## src/rtl/rob_ptr_ctrl.sv

```systemverilog
// rob_ptr_ctrl
// Head/tail pointer controller for the reorder buffer. Rename/dispatch
// allocates up to ALLOC_W entries per cycle at the tail. Commit retires up
// to RETIRE_W entries per cycle at the head. A mispredict flush rewinds the
// tail to a younger-than-head position.
//
// Ports
//   clk_i          clock; all state changes on the rising edge
//   reset_n_i      synchronous active-low reset
//   alloc_cnt_i    entries requested this cycle (0..ALLOC_W)
//   retire_cnt_i   entries committed this cycle (0..RETIRE_W)
//   flush_i        mispredict flush; tail is rewound to flush_tail_i
//   flush_tail_i   new tail, including the wrap bit
//   alloc_grant_o  allocation accepted this cycle (combinational)
//   stall_o        non-zero request that was not granted (combinational)
//   alloc_idx_o    slot k = (tail+k) mod ROB_SIZE; slot 0 is in the LSBs
//   head_o         index of the oldest entry
//   tail_o         index of the next free entry
//   count_o        number of occupied entries, 0..ROB_SIZE
//   empty_o        count_o == 0
//   full_o         count_o == ROB_SIZE
//   err_o          sticky protocol error; cleared only by reset
module rob_ptr_ctrl #(
    parameter  int ROB_SIZE = 32,
    parameter  int ALLOC_W  = 2,
    parameter  int RETIRE_W = 2,
    localparam int ADDR_W   = $clog2(ROB_SIZE),
    localparam int AC_W     = $clog2(ALLOC_W + 1),
    localparam int RC_W     = $clog2(RETIRE_W + 1)
) (
    input  logic                      clk_i,
    input  logic                      reset_n_i,
    input  logic [AC_W-1:0]           alloc_cnt_i,
    input  logic [RC_W-1:0]           retire_cnt_i,
    input  logic                      flush_i,
    input  logic [ADDR_W:0]           flush_tail_i,
    output logic                      alloc_grant_o,
    output logic                      stall_o,
    output logic [ALLOC_W*ADDR_W-1:0] alloc_idx_o,
    output logic [ADDR_W-1:0]         head_o,
    output logic [ADDR_W-1:0]         tail_o,
    output logic [ADDR_W:0]           count_o,
    output logic                      empty_o,
    output logic                      full_o,
    output logic                      err_o
);

    localparam int PW = ADDR_W + 1;

    // Pointers carry one extra wrap bit, so tail-head in PW bits gives an
    // unambiguous occupancy of 0..ROB_SIZE.
    logic [PW-1:0] head_q, tail_q;
    logic          err_q;

    logic [PW-1:0] count, free;
    logic [PW-1:0] alloc_ext, retire_ext, retire_amt;
    logic [PW-1:0] head_nxt, tail_nxt;
    logic          retire_ovf, flush_ok, err_nxt;

    assign count      = tail_q - head_q;
    assign free       = PW'(ROB_SIZE) - count;
    assign alloc_ext  = PW'(alloc_cnt_i);
    assign retire_ext = PW'(retire_cnt_i);

    // Free space comes from registered state only; a same-cycle retire
    // does not give credit to the allocation.
    assign alloc_grant_o = !flush_i && (alloc_ext <= free);
    assign stall_o       = (alloc_cnt_i != '0) && !alloc_grant_o;

    // Retiring more than is occupied is clamped and flagged.
    assign retire_ovf = retire_ext > count;
    assign retire_amt = retire_ovf ? count : retire_ext;
    assign head_nxt   = head_q + retire_amt;

    // The flush target is measured from the post-retire head, so a valid
    // target can never put the tail behind the head that retire produces.
    // Modular distances handle every wrap case.
    assign flush_ok = (flush_tail_i - head_nxt) <= (tail_q - head_nxt);

    always_comb begin
        tail_nxt = tail_q;
        if (flush_i) begin
            if (flush_ok) tail_nxt = flush_tail_i;
        end else if (alloc_grant_o) begin
            tail_nxt = tail_q + alloc_ext;
        end
    end

    assign err_nxt = err_q | retire_ovf | (flush_i & !flush_ok);

    always_ff @(posedge clk_i) begin
        if (!reset_n_i) begin
            head_q <= '0;
            tail_q <= '0;
            err_q  <= 1'b0;
        end else begin
            head_q <= head_nxt;
            tail_q <= tail_nxt;
            err_q  <= err_nxt;
        end
    end

    // Each slot index wraps on its own, independent of the other slots.
    for (genvar k = 0; k < ALLOC_W; k++) begin : g_slot
        assign alloc_idx_o[k*ADDR_W +: ADDR_W] = tail_q[ADDR_W-1:0] + ADDR_W'(k);
    end

    assign head_o  = head_q[ADDR_W-1:0];
    assign tail_o  = tail_q[ADDR_W-1:0];
    assign count_o = count;
    assign empty_o = (count == '0);
    assign full_o  = (count == PW'(ROB_SIZE));
    assign err_o   = err_q;

endmodule
```

## config.mk

```make
export PLATFORM = sky130hd
export DESIGN_NAME = rob_ptr_ctrl
export DESIGN_NICKNAME = d
export VERILOG_FILES = /design/src/rtl/rob_ptr_ctrl.sv
export SDC_FILE = /design/constraint.sdc
export NUM_CORES = 1
export LEC_CHECK = 0
export CAP_MARGIN = 20
export CORE_AREA = 8 8 72 74
export CTS_CLUSTER_SIZE = 14
export DETAILED_ROUTE_END_ITERATION = 10
export DIE_AREA = 0 0 80 82
export GPL_ROUTABILITY_DRIVEN = 1
export PLACE_DENSITY = 0.76
export SYNTH_ARGS = -nofsm -noshare
export SYNTH_HDL_FRONTEND = slang
export SYNTH_SLANG_ARGS = --single-unit
```

## constraint.sdc

```tcl
create_clock -name clk_i -period 9.6 [get_ports clk_i]
set_clock_uncertainty 0.2 [all_clocks]
set_input_delay 2.88 -clock clk_i [delete_from_list [all_inputs] [get_ports clk_i]]
set_output_delay 2.88 -clock clk_i [all_outputs]
set_load 0.005 [all_outputs]
```

# Yosys cells after proc, flatten, opt, wreduce, memory -nomap -nowiden
# Cells that the tools add are included.
# totals
reg_bits,13
input_bits,13
elab_cells,31
# classes
add_sub_neg,7
n_lt_le_gt_ge,3
n_eq_ne,2
n_mux,4
n_bitwise,3
n_reduce_logical,9
# op_table
op,count
two-way mux 6 bit,4
subtractor 6 bit,3
adder 6 x 2 -> 6 bit,1
adder 6 bit,1
equality test 6 bit (second input constant),1
> comparator 2 x 6 -> 1 bit,1
less-or-equal comparator 2 x 6 -> 1 bit,1
less-or-equal comparator 6 bit,1
logical NOT 6 bit,1
subtractor 6 bit (first input constant),1
adder 5 x 1 -> 5 bit (second input constant),1
nonzero test 2 bit,2
logical NOT 1 bit,3
logical AND 1 bit,2
!= test 2 x 1 -> 1 bit (second input constant),1
bitwise OR 1 bit,2
AND reduction 2 bit,1
AND 1 bit,1

# Longest topological paths before layout
# logic_depth
ltp_word,9
depth_mapped,30
mapped_depth_nobuf,29

# Least setup slack after synthesis
# OpenSTA, ideal clock, no wires.
# synth_timing
path_kind,input to output
from,input alloc_cnt_i[1]
to,output stall_o
arrival_ps,4629
t_required_ps,6520
slack_ps,1891
cell_stages,8
n_path_buf,0
path_cell_list,ha_1 nor2b_1 o21ai_0 nor3b_1 o211ai_1 o41a_1 nor2_1 o22a_1
# synth_between
elab_chain_len,4
word_cells_on_any_way,5
cone_classes,order compare: 1; reduce/logical: 4
# synth_lines
item,line_no,rtl
"start, declared",33,"input logic [AC_W-1:0] alloc_cnt_i,"
less-or-equal comparator 2 x 6 -> 1 bit,67,assign alloc_grant_o = !flush_i && (alloc_ext <= free);
logical AND 1 bit,67,
logical NOT 1 bit,68,assign stall_o = (alloc_cnt_i != '0) && !alloc_grant_o;
logical AND 1 bit (*),68,
"end, declared",38,"output logic stall_o,"
# Mark *: on every way between the ends. The rest lies on a longest branch, timed or not.

# Worst setup path after layout
# Same ends and word-level chain as after synthesis.

==> flow_metrics.env <==
export IMPL_layout_worst_path_cycle_share_pct=92.6
export IMPL_critical_path_top_cell_by_count="clkdlybuf4s50_1"
export IMPL_fp_coreArea_um2=4140
export IMPL_floorplan_die_height_um=82
export IMPL_num_vias=1758
export IMPL_postRouteWirelength_um=4720
export IMPL_numCtsBuffers=3
export IMPL_postSynthRegisterBits=13
export IMPL_worstPathCellList="clkdlybuf4s50_1 -> ha_1 -> nor2b_1 -> o21ai_0 -> nor3b_1 -> o211ai_1 -> o41a_1 -> nor2_1 -> o22a_1 -> clkdlybuf4s50_1"
export IMPL_clockBufferDepth=2
export IMPL_grt_antenna_before_repair=0
export IMPL_critical_path_endpoint_type="output port"
export IMPL_horiz_die_dim_um=80
export IMPL_port_buffers=43
export IMPL_row_count=24
export IMPL_gp_congestion=0.851
export IMPL_relSlewSlack_pct=40.5
export IMPL_timing_hold_worst_class="reg2reg"
export IMPL_num_io_pins=44
export IMPL_die_area_um2=6560
export IMPL_cts_tree="done"
export IMPL_fraction_of_final_layout_cells_sized_beyond_drive_strength_1_pct=4.38
export IMPL_status="finished, final reports clean"
export IMPL_seq_area_frac_synth_pct=12.8
export IMPL_yosys_warnings=0
export IMPL_synthDistinctLibCells=49
export IMPL_grt_pass1_wl_um=8060
export IMPL_htreeDepth=1
export IMPL_critical_path_cell_count=10
export IMPL_cp_num_buf_inv=2
export IMPL_clk_transition_reported_paths_ps=50
export IMPL_wl_per_cell_um=14.5
export IMPL_later_pin_clock_latency_in_the_skew_report_ps=240
export IMPL_drv_slew=0
export IMPL_actual_slew_at_the_worst_max_slew_pin_ps=889
export IMPL_num_fill_cells=382
export IMPL_initial_core_util_pct=48.9
export IMPL_ctsRootBufferMaster="clkbuf_8"
export IMPL_drt_pass1_iter_count=5
export IMPL_report_final_hold_viol_count=0
export IMPL_area_of_combinational_cells_with_multiple_inputs_um2=1510
export IMPL_critical_path_slowest_cell="o21ai_0"
export IMPL_finalWorstPathRequiredPeriod_ps=8890
export IMPL_postCtsSetupRepairBufs=0
export IMPL_slowest_delay_ps=500
export IMPL_synth_cell_area_um2=2030
export IMPL_nNetsFinal=324
export IMPL_cap_viol_max_count=0
export IMPL_post_layout_nonfiller_instances=326
export IMPL_number_of_global_route_vias_before_repair=1736
export IMPL_global_route_overflow_total=0
export IMPL_drtAntennaViolNets=0
export IMPL_finalSetupViolations=0
export IMPL_timing_reg2reg_worst_path_depth=27
export IMPL_async_reset_ff_share_pct=0
export IMPL_dr_vias_cell=5.39
export IMPL_hpwlAfterDp_um=3990
export IMPL_synthCells=246
export IMPL_fin_setup_tns_ps=0
export IMPL_timing_critical_path_arrival_ps=5810
export IMPL_synth_edf_count=0
export IMPL_maximum_number_of_pins_on_one_net_before_global_route_repair=21
export IMPL_crit_family="compound AO/OA/AOI/OAI gates"
export IMPL_mostFrequentLayoutCell="clkdlybuf4s50_1"
export IMPL_ys_dominant_reg_cell="dfxtp_1"
export IMPL_worst_ep_required_time_ps=6520
export IMPL_antenna_cells=0
export IMPL_synth_area_per_cell_um2=8.23
export IMPL_register_area_um2=260
export IMPL_synthToLayoutAreaGrowth_pct=20.4
export IMPL_holdBufCountCts=0
export IMPL_hold_path_depth=2
export IMPL_place_detailed_instances=322
export IMPL_initialDrtViolationCount=99
export IMPL_timing_setup_critical_path_class="in2out"
export IMPL_grt_total_usage_pct=14.9
export IMPL_crit_path_max_fanout=4
export IMPL_grt_setup_unrepaired="false"
export IMPL_start_kind="primary input"
export IMPL_fmax_mhz=112
export IMPL_final_cell_mix="clkdlybuf4s50_1 (43), inv_1 (32), ha_1 (31), xnor2_1 (18), a21oi_1 (14)"
export IMPL_cts_num_sinks=13
export IMPL_postCtsResizedCells=0
export IMPL_route_detailed_drc=0
[synthesized netlist by cell type, types with 4 or more instances]
master / instances / share of area (%)
clkbuf_1: 6 / 1.1
fa_1: 5 / 4.9
nand3_1: 8 / 2.0
o21ai_0: 10 / 2.5
buf_4: 15 / 5.6
nand2_1: 10 / 1.9
dfxtp_1: 13 / 13
nor2_1: 8 / 1.5
inv_1: 32 / 5.9
a21o_1: 7 / 2.6
a21oi_1: 14 / 3.5
nor2b_1: 4 / 1.2
xor2_1: 7 / 3.0
nor3_1: 5 / 1.2
ha_1: 31 / 19
xnor2_1: 18 / 7.8
[path summary, 6_finish.rpt]
kind | to | slack [ps] | startpoint
worst max-delay path | stall_o | 710 | alloc_cnt_i[1]
worst min-delay path | err_o | 270 | err_o
worst max register to register | tail_q[3] | 2330 | tail_q[0]
worst min register to register | err_o | 270 | err_o
[per-stage QoR]
step | cell area [µm²] | hold WS, ps | setup WS [ps] | util (%)
final | 2440 | 274 | 708 | 58.8
after global placement | 2390 | 255 | 809 | 57.8
after floorplan | 2030 | 256 | 1890 | -
after CTS | 2440 | 268 | 711 | 58.8
after detailed placement | 2390 | 260 | 722 | 57.8
after global routing | 2440 | 312 | 464 | 58.8
[layer usage]
layer  global-route usage (%)  share of wire (%)
met3                     3.72                8.5
met2                     25.3                 47
met4                     2.00               0.64
met1                     19.0                 44
met5                        0                  0
[sequential cells by signal, summed over array words and instances, names as in the netlist]
signal and cells:
head_q 6, tail_q 6, err_o 1
[tightest hold or removal path, cell delays in order, from the launching register on]
cell,delay [ps]
dfxtp_1,300
inv_1,50
a31oi_1,60
[final cells by class]
type / instances / area share (%)
Inverter: 33 / 5.08
Tap cell: 52 / 2.67
Clock buffer: 4 / 1.85
Sequential cell: 13 / 10.7
Timing Repair Buffer: 43 / 17.7
Multi-Input combinational cell: 181 / 62.1
[kinds of logic (layout without fill, tap and decap cells)]
family	Yosys count	in the layout	synth area share [%]
compound gates	56	56	20.0
xor+xnor	27	27	12.4
fa+ha+maj	38	38	25.1
buf+inv	54	80	12.8
flops	13	13	12.8
mux	5	5	2.59
other cells	1	3	0.185
simple gates	52	52	14.1
Power is left out: the tool's default activity adds up to more than one toggle a clock period on the data nets, which glitch-free logic cannot reach.
